File: src/rtl/sorted_block_serializer.sv
// sorted_block_serializer
// Consumer end of the 8-lane sort pipeline. Captures one sorted block
// (lane 0 = smallest) per blk_valid/blk_ready handshake into a DEPTH-entry
// buffer and streams the head block out one lane per cycle, ascending or
// descending as selected by the blk_desc bit captured with the block.
// Ports:
//   clk, rst            clock, synchronous active-high reset
//   blk_valid/blk_ready block input handshake (blk_ready = count < DEPTH)
//   blk_data, blk_desc  block lanes (lane i at [i*DATA_W +: DATA_W]) and order
//   s_valid/s_ready     output lane handshake
//   s_data, s_idx       current lane value and its position within the block
//   s_first, s_last     s_idx == 0 / s_idx == LANES-1
//   drop_err, drop_cnt  sticky drop flag and saturating drop counter
module sorted_block_serializer #(
  parameter int DATA_W = 8,
  parameter int LANES  = 8,
  parameter int DEPTH  = 2
) (
  input  logic                      clk,
  input  logic                      rst,
  input  logic                      blk_valid,
  output logic                      blk_ready,
  input  logic [LANES*DATA_W-1:0]   blk_data,
  input  logic                      blk_desc,
  output logic                      s_valid,
  input  logic                      s_ready,
  output logic [DATA_W-1:0]         s_data,
  output logic [$clog2(LANES)-1:0]  s_idx,
  output logic                      s_first,
  output logic                      s_last,
  output logic                      drop_err,
  output logic [7:0]                drop_cnt
);

  localparam int IDX_W = $clog2(LANES);
  localparam int PTR_W = (DEPTH > 1) ? $clog2(DEPTH) : 1;
  localparam int CNT_W = $clog2(DEPTH) + 1;

  typedef enum logic {IDLE, STREAM} state_t;

  state_t                 state, state_next;
  logic [CNT_W-1:0]       count, count_next;
  logic [PTR_W-1:0]       rd_ptr, rd_ptr_next;
  logic [PTR_W-1:0]       wr_ptr, wr_ptr_next;
  logic [IDX_W-1:0]       idx_next;
  logic                   drop_err_next;
  logic [7:0]             drop_cnt_next;

  logic [LANES*DATA_W-1:0] buf_data [DEPTH];
  logic                    buf_desc [DEPTH];

  logic                    push, drop, pop, last_pop;
  logic [LANES*DATA_W-1:0] head;
  logic                    head_desc;
  logic [IDX_W-1:0]        lane_sel;

  function automatic logic [PTR_W-1:0] ptr_inc(input logic [PTR_W-1:0] p);
    if (DEPTH == 1) return '0;
    return (p == PTR_W'(DEPTH - 1)) ? '0 : p + 1'b1;
  endfunction

  // Ready depends only on the registered count, so a final pop does not
  // open the input in the same cycle.
  assign blk_ready = (count < CNT_W'(DEPTH));
  assign push      = blk_valid & blk_ready;
  assign drop      = blk_valid & ~blk_ready;
  assign pop       = s_valid & s_ready;
  assign last_pop  = pop & (s_idx == IDX_W'(LANES - 1));

  assign head      = buf_data[rd_ptr];
  assign head_desc = buf_desc[rd_ptr];
  assign lane_sel  = head_desc ? (IDX_W'(LANES - 1) - s_idx) : s_idx;

  assign s_first   = (s_idx == '0);
  assign s_last    = (s_idx == IDX_W'(LANES - 1));

  always_comb begin
    state_next    = state;
    count_next    = count;
    rd_ptr_next   = rd_ptr;
    wr_ptr_next   = wr_ptr;
    idx_next      = s_idx;
    drop_err_next = drop_err;
    drop_cnt_next = drop_cnt;
    s_valid       = 1'b0;
    s_data        = '0;

    case (state)
      IDLE:   s_valid = 1'b0;
      STREAM: begin
        s_valid = 1'b1;
        s_data  = head[lane_sel*DATA_W +: DATA_W];
      end
      default: s_valid = 1'b0;
    endcase

    if (push) wr_ptr_next = ptr_inc(wr_ptr);

    if (drop) begin
      drop_err_next = 1'b1;
      if (drop_cnt != 8'hFF) drop_cnt_next = drop_cnt + 8'd1;
    end

    if (pop) begin
      idx_next = s_idx + 1'b1;
      if (last_pop) begin
        idx_next    = '0;
        rd_ptr_next = ptr_inc(rd_ptr);
      end
    end

    case ({push, last_pop})
      2'b10:   count_next = count + 1'b1;
      2'b01:   count_next = count - 1'b1;
      default: count_next = count;
    endcase

    state_next = (count_next != '0) ? STREAM : IDLE;
  end

  always_ff @(posedge clk) begin
    if (rst) begin
      state    <= IDLE;
      count    <= '0;
      rd_ptr   <= '0;
      wr_ptr   <= '0;
      s_idx    <= '0;
      drop_err <= 1'b0;
      drop_cnt <= '0;
    end else begin
      state    <= state_next;
      count    <= count_next;
      rd_ptr   <= rd_ptr_next;
      wr_ptr   <= wr_ptr_next;
      s_idx    <= idx_next;
      drop_err <= drop_err_next;
      drop_cnt <= drop_cnt_next;
    end
  end

  // Storage needs no reset: contents are only visible while STREAM.
  always_ff @(posedge clk) begin
    if (!rst && push) begin
      buf_data[wr_ptr] <= blk_data;
      buf_desc[wr_ptr] <= blk_desc;
    end
  end

endmodule

File: config.mk
export PLATFORM = sky130hd
export DESIGN_NAME = sorted_block_serializer
export DESIGN_NICKNAME = d
export VERILOG_FILES = /design/src/rtl/sorted_block_serializer.sv
export SDC_FILE = /design/constraint.sdc
export NUM_CORES = 1
export LEC_CHECK = 0
export CAP_MARGIN = 40
export CORE_MARGIN = 2
export CORE_UTILIZATION = 45
export DETAILED_ROUTE_END_ITERATION = 10
export PLACE_DENSITY = 0.72
export SYNTH_ARGS = -nofsm -noshare
export SYNTH_HDL_FRONTEND = slang
export SYNTH_SLANG_ARGS = --single-unit
File: constraint.sdc
create_clock -name clk -period 7.45 [get_ports clk]
set_input_delay 1.49 -clock clk [delete_from_list [all_inputs] [get_ports clk]]
set_output_delay 1.49 -clock clk [all_outputs]
set_load 0.01 [all_outputs]
After elaboration in Yosys (flattened, before gate mapping)
Memory sizes are Yosys's and may differ from the RTL's. A register that Yosys moved wholly into a read port is not among the register bits.
Index checks and enable logic that the tools add are counted.
{"block": "totals", "reg_bits": 17, "ramBits": 130, "out_inout_bits": 24, "elab_cells": 48, "memories": 2}
{"block": "classes", "add_sub_neg": 7, "magnitude_cmp": 1, "eq_ne": 4, "n_shift": 1, "n_mux": 14, "n_bitwise": 6, "reduce_logical": 6}
{"memory": "buf_data", "depth": 2, "word_bits": 64, "rd": 1, "rd_clocked_by_memory_dff": 1, "write_ports": 1, "line_no": "49", "text": "logic [LANES*DATA_W-1:0] buf_data [DEPTH];"}
{"memory": "buf_desc", "depth": 2, "word_bits": 1, "rd": 1, "rd_clocked_by_memory_dff": 1, "write_ports": 1, "line_no": "50", "text": "logic buf_desc [DEPTH];"}
{"operator": "variable part select 64 x 7 -> 8 bit", "count": 1}
{"operator": "2-to-1 mux 1 bit", "count": 9}
{"operator": "adder 8 x 1 -> 8 bit, second input constant", "count": 1}
{"operator": "2-to-1 mux 8 bit", "count": 1}
{"operator": "!= test 8 bit, second input constant", "count": 1}
{"operator": "2-to-1 mux 3 bit", "count": 2}
{"operator": "bitwise AND 1 bit", "count": 4}
{"operator": "one-hot mux 2 bit (2 select lines)", "count": 1}
{"operator": "AND reduction 2 bit", "count": 2}
{"operator": "adder 3 x 1 -> 3 bit, second input constant", "count": 1}
{"operator": "equality test 3 bit, second input constant", "count": 1}
{"operator": "logical NOT 3 bit", "count": 1}
{"operator": "subtractor 3 bit, first input constant", "count": 1}
{"operator": "adder 1 bit, second input constant", "count": 2}
{"operator": "adder 2 x 1 -> 2 bit, second input constant", "count": 1}
{"operator": "equality test 2 x 1 -> 1 bit, second input constant", "count": 1}
{"operator": "equality test 2 bit, second input constant", "count": 1}
{"operator": "less-than comparator 2 bit, second input constant", "count": 1}
{"operator": "inverter 1 bit", "count": 2}
{"operator": "one-hot mux 1 bit (2 select lines)", "count": 1}
{"operator": "nonzero test 2 bit", "count": 1}
{"operator": "subtractor 2 x 1 -> 2 bit, second input constant", "count": 1}
{"operator": "logical AND 1 bit", "count": 1}
{"operator": "logical NOT 1 bit", "count": 1}

Longest topological paths before layout
{"block": "logic_depth", "word_depth": 8, "mapped_depth": 8, "depth_no_buf": 8}

Least setup slack after synthesis
No wires, ideal clock.
{"block": "synth_path", "kind": "input to register", "startpoint": "input rst", "endpoint": "memory buf_data[1][0] (netlist name) (enable)", "setup_time_ns": 0.581, "t_arrival_ns": 6.482, "t_required_ns": 6.869, "setup_slack_ns": 0.387, "cell_stages": 2, "n_path_buf": 1, "path_cell_list": "clkbuf_1 nor3b_1"}
{"block": "synth_via", "elab_chain_len": 4}
{"item": "start, declared", "line_no": "20", "text": "input logic rst,"}
{"item": "logical NOT 1 bit", "line_no": "143", "text": "if (!rst && push) begin"}
{"item": "logical AND 1 bit", "line_no": "143"}
{"item": "2-to-1 mux 1 bit", "line_no": "143"}
{"item": "2-to-1 mux 1 bit (not written as such)", "line_no": "144", "text": "buf_data[wr_ptr] <= blk_data;"}
{"item": "end, declared", "line_no": "49"}
No other way between the ends.

==> impl_results.md <==
* Final RePlAce weighted congestion at 0.815
* Core Box Area at 0.0144 mm2
* RSZ-0062 raised after global routing: false
* Rows at 44
* Sequential cell area fraction in the yosys report at 0.653
* Synth cell types at 43
* H-tree levels at 4
* Total negative slack at 0 ns
* Top cells by area, synth: edfxtp_1, dfxtp_1, mux2_2, o221ai_1, mux2i_1
* Max Cap Violations at 0
* Reg2Reg Depth at 7
* First-pass GRT wire length at 23400 um
* Post-CTS Resized at 0
* Critical Path AT at 3.45 ns
* Clk_lat worst skew at 0.42 ns
* Setup Buffers After CTS at 0
* Startpoint types: flop
* Post-Place Cells at 720
* Worst-path clk slew at 0.06 ns
* Fillers at 1103
* Yosys warns at 0
* Max Buffers Root-to-Sink at 2
* CP max FO at 28
* Hold Crit Class: flop to flop
* Setup violators final at 0
* Drt drc at 0
* Synth Cell Area at 0.00653 mm2
* Most frequent cells after synthesis: edfxtp_1, nor2_1, o21ai_0
* CTS tree: yes
* CTS sink cnt at 148
* Most numerous cell in the Yosys netlist: edfxtp_1
* Final std cells w/o fill at 752
* Pin count of the biggest net entering global routing at 66
* DR iter-0 viols at 537
* Tightest Pin Transition at 0.907 ns
* Max Clk Rate at 202 MHz
* CP cell instances: mux2i_4 -> xnor2_2 -> buf_4 -> mux2_2 -> a22oi_1 -> o211ai_1 -> clkdlybuf4s50_1
* Die width at 124 um
* Avg WL per Cell at 20.0 um
* Number of vias per cell at 5.95
* Share of cells above drive strength 1 at 0.120
* Initial Util at 0.454
* GRT Overall Usage at 0.197
* Worst clock skew at 0.00651 ns
* Vias in the first global route at 4465
* Largest stage delay, worst path at 0.74 ns
* Num ports at 93
* Final HPWL DP at 9730 um
* Synth area leader: edfxtp_1
* Die area at 0.0155 mm2
* Routed vias at 4476
* Max Slew Vio Count at 0
* CTS Buf Count at 17
* P per Cell Area at 254 mW/mm2
* Number of flops mapped to enable cells by yosys at 130
* Min Tclk post-route at 4.94 ns
* Worst vdd ir at 216 uV
* Flops & latches, synth at 148
* Hold path depth at 2
* Worst Setup End Kind: primary output
* Diode count at 0
* Final hold viol count at 0
* Top_reg_cell synth: edfxtp_1
* Cts hold-fix bufs at 0
* FFs w/ async S/R, synth at 0
* Synth top area share at 0.598
* Post-Route WL at 15100 um
* Outcome: finished clean
* Tcrit/Tclk final at 0.664
* Slowest cell on crit path: dfxtp_1
* Post-Syn Area per Cell at 14.1 um2
* 1st-pass router iterations at 5
* Crit path required time at 5.96 ns
* Antenna violations before repair at 0
* Fin nets at 629
* Die height at 124 um
* Root Buffer: clkbuf_16
* Port Buf Inserts at 92
* Synthesis-to-layout area growth at 26.7%
* Mapped Nets at 537
* Overflow after GRT at 0
* Slew headroom at 0.396
* Leak pwr at 2.70 nW
* Post-Syn Instances at 463
* CP Class: flop to primary output
* Final ANT Viol Nets at 0
-- final cells by class --
type | instances | area, um2 | area share
Clock buffer | 18 | 439 | 0.0531
Sequential cell | 148 | 4260 | 0.515
Multi-Input combinational cell | 286 | 2150 | 0.259
Inverter | 4 | 15.0 | 0.00181
Tap cell | 184 | 230 | 0.0278
Clock inverter | 14 | 208 | 0.0251
Timing Repair Buffer | 98 | 973 | 0.118
-- registers in the layout (all words and copies together), names as in the netlist, named ones only --
name      cells
buf_data    128
buf_desc      2
count         2
drop_cnt      8
drop_err      1
rd_ptr        1
s_idx         3
state         1
wr_ptr        1
-- final timing paths --
kind                                from  slack, ns   endpoint
worst max register to register  s_idx[0]       5.27      state
worst max-delay path                flop       2.51  s_data[4]
worst min-delay path            drop_err       0.48   drop_err
worst min register to register  drop_err       0.48   drop_err
-- per-stage QoR --
stage	instance area [um2]	hold slack [ns]	utilization	total power [mW]	setup slack (ns)
floorplan	6530	0.481	-	1.10	0.387
global placement	7610	0.453	0.529	1.18	2.34
detailed placement	7630	0.473	0.531	1.19	2.95
CTS	8280	0.491	0.576	2.12	2.47
global route	8280	0.546	0.576	2.17	2.26
finish	8280	0.482	0.576	2.10	2.51
-- power by group --
part,switching [mW],internal (mW)
registers,0.0231,0.949
logic,0.104,0.100
clock network,0.326,0.601
-- per-layer routing --
layer	vias to the layer above	wire, um	GRT usage
met5	-	0	0
met4	0	262	0.0899
met3	20	1210	0.0662
met2	192	7430	0.307
met1	2220	6160	0.250
li1	2044	-	-
-- kinds of logic after synthesis --
group                    share of synthesized area
multiplexers                                0.0950
AND/OR/NAND/NOR                             0.0726
AO/OA/AOI/OAI                                0.130
adder cells (fa/ha/maj)                    0.00958
flip-flops                                   0.653
buffers and inverters                       0.0211
XOR/XNOR                                    0.0188
-- cell usage in the layout, fill, tap and decap left out, types with 3 or more instances in the layout --
cell type          n
nand3_1           12
clkdlybuf4s50_1   92
mux2_2            19
dfxtp_1           18
xor2_1             8
buf_4              5
clkinv_2           4
nand4_1            3
nand2_1            9
xnor2_1            5
mux2_1             9
bufinv_16          5
o211ai_1          12
nor2b_1           17
nor3_1             3
mux2i_1           17
a41oi_1           12
edfxtp_1         130
inv_1              3
ha_1               5
mux4_2             5
nand2b_1           3
o22a_1             6
o22ai_1            6
a21oi_1           10
o221ai_1          22
nor2_1            34
a22oi_1           16
clkbuf_16         17
o21ai_0           31
-- critical path, delay by kind of cell (launching register included) --
kind / cells / cell delay, ns
xor+xnor: 1 / 0.16
mux: 2 / 0.88
flops: 1 / 0.74
compound gates: 2 / 0.35
buf+inv: 2 / 0.88
No activity file was read; power rests on OpenSTA's default activity.
==> edit (same settings) <==
Reset style: asynchronous (`rst`), changed in one clocked block. Comments in the files are not updated.
--- a/src/rtl/sorted_block_serializer.sv
+++ b/src/rtl/sorted_block_serializer.sv
@@ -118,7 +118,7 @@
     state_next = (count_next != '0) ? STREAM : IDLE;
   end
 
-  always_ff @(posedge clk) begin
+  always_ff @(posedge clk or posedge rst) begin
     if (rst) begin
       state    <= IDLE;
       count    <= '0;
Function: differs if rst is asserted again (counterexample within 4 cycles, from zero or initial values and one cycle with rst high); with rst held inactive, the same outputs for 10 cycles.
==> edit against the original RTL <==
  * Sequential share of layout area rose by 0.82 points
  * Synthesized area rose by 0.73%
  * Synthesized cell count fell by 3.2%
  * Sequential cell count fell by 1
  * Die area rose by 0.71%
  * Final area barely moved
  * Core utilization fell by 0.24 points
  * Wire length fell by 5.9%
  * Global-route usage fell by 1.4 points
  * Setup slack got worse by 0.23 ns
Power is not compared: it rests on default switching activity, and its combinational part moved more than twofold at a synthesized area within 25%.
==> edit: results <==
set metrics [dict create \
    synth.top_cells.by_area "edfxtp_1 (59%), dfrtp_1 (6.5%), mux4_2 (5.1%), a211oi_1 (2.3%), nand2b_1 (2.2%)" \
    layout-drive-gt1-share_pct 11.7 \
    grt_pass1_vias 4200 \
    place_inst 698 \
    wl_um 14200 \
    arrival_ns 3.69 \
    cts_buffer_depth 2 \
    vias 4336 \
    status "finished, final reports clean" \
    top_regs "buf_data (128), drop_cnt (8), s_idx (3)" \
    n_fill_cell 1128 \
    ys_seq_area_share_pct 65.8 \
    dpl_cell_area_um2 7660 \
    grt_pass1_wl_um 22200 \
    hp-class "reg -> reg" \
    cts_buffers 17 \
    track_usage_pct 18.3 \
    drt-pass1-iter-count 5 \
    synth_cells 448 \
    post_cts_buffers 0 \
    port_buffers 92 \
    crit_slowest_cell "buf_4" \
    hpwl_um 9140 \
    htreeDepth 4 \
    p_int_w 0.00209 \
    gp_congestion 0.796 \
    root_buffer "clkbuf_16" \
    post-place-ws_ns 2.80 \
    async_flop_share_pct 11.6 \
    drt_iter0_markers 482 \
    crit_path_max_incr_delay_ns 0.66 \
    vias_per_cell 5.95 \
    yosys_warnings 0 \
    slew_headroom_pct 38.0 \
    grt_max_degree 89 \
    skew_ns 0.0108 \
    critPathMaxFanout 88 \
    crit_family "buffers and inverters" \
    path_clk_slew_ns 0.06 \
    ys_top_cells_by_count "edfxtp_1 (130), nand2b_1 (23), a211oi_1 (20), a21oi_1 (18)" \
    nets 607 \
    synth_cell_types 54 \
    ctsResizeCount 0 \
    syn_nets 522 \
]
==> edit: cell count changes in the layout (fill, tap and decap cells not counted), sizes merged, moves of 12 or more <==
cell	before	now
dfrtp	0	17
o311ai	0	12
nor2	34	14
dfxtp	18	0
mux2	28	2
o221ai	22	2
a211oi	0	20
o21ai	31	11
mux2i	18	5
nand2b	3	23
==> edit: worst paths after layout <==
kind	to	depth (start not counted)	slack, ns	from
setup / recovery	s_data[1]	7	2.27	rd_ptr$_DFFE_PP0P_
hold / removal	drop_err$_DFFE_PP0P_	1	0.46	drop_err$_DFFE_PP0P_
setup reg to reg	state$_DFF_PP0_	8	5.14	s_idx[1]$_DFFE_PP0P_
hold reg to reg	drop_err$_DFFE_PP0P_	1	0.46	drop_err$_DFFE_PP0P_
max in group asynchronous	rd_ptr$_DFFE_PP0P_	2	5.40	rst
min in group asynchronous	s_idx[0]$_DFFE_PP0P_	2	1.58	rst
==> edit: kinds of logic after synthesis <==
logic type	share of synthesized area [%]
AO/OA/AOI/OAI	11.6
AND/OR/NAND/NOR	9.57
XOR/XNOR	2.53
adder cells (fa/ha/maj)	0.951
buffers and inverters	2.70
flip-flops	65.8
multiplexers	6.83
==> edit: per-stage QoR <==
step / util, % / hold WS [ns]
3_5_place_dp: 53.1 / 0.456
4_1_cts: 57.4 / 0.470
5_1_grt: 57.4 / 0.481
2_1_floorplan: - / 0.461
3_3_place_gp: 52.9 / 0.452
6_report: 57.4 / 0.460
==> edit: area by class of cell <==
class | count | share of cell area [%]
well taps | 184 | 2.78
repair buffers | 100 | 11.9
inverters | 6 | 0.272
clock buffers | 17 | 5.14
flip-flops and latches | 147 | 52.3
clock inverters | 14 | 2.27
multi-input cells | 261 | 25.2
==> edit: power groups by stage <==
| stage | Combinational [W] | Sequential, W | Clock, W |
|---|---|---|---|
| floorplan | 0.000742 | 0.00109 | 0 |
| global placement | 0.00108 | 0.00110 | 0 |
| detailed placement | 0.00111 | 0.00110 | 0 |
| CTS | 0.00112 | 0.00109 | 0.000886 |
| global route | 0.00121 | 0.00110 | 0.000920 |
| finish | 0.00112 | 0.00109 | 0.000874 |
==> edit: routing by layer <==
metal  GRT usage [%]  share of wire, %  vias to the layer above
met5               0                 0                        -
met4            6.34               1.5                        0
met3            4.47               7.4                       25
met2            29.8                49                      202
met1            24.4                42                     2139
li1                -                 -                     1970
==> edit: worst reg2reg max path: cells and delay by family, from the launching register on <==
kind          cells  cell delay (ns)
fa+ha+maj         3             0.76
simple gates      3             0.67
buf+inv           1             0.37
flops             1             0.32
xor+xnor          1             0.09
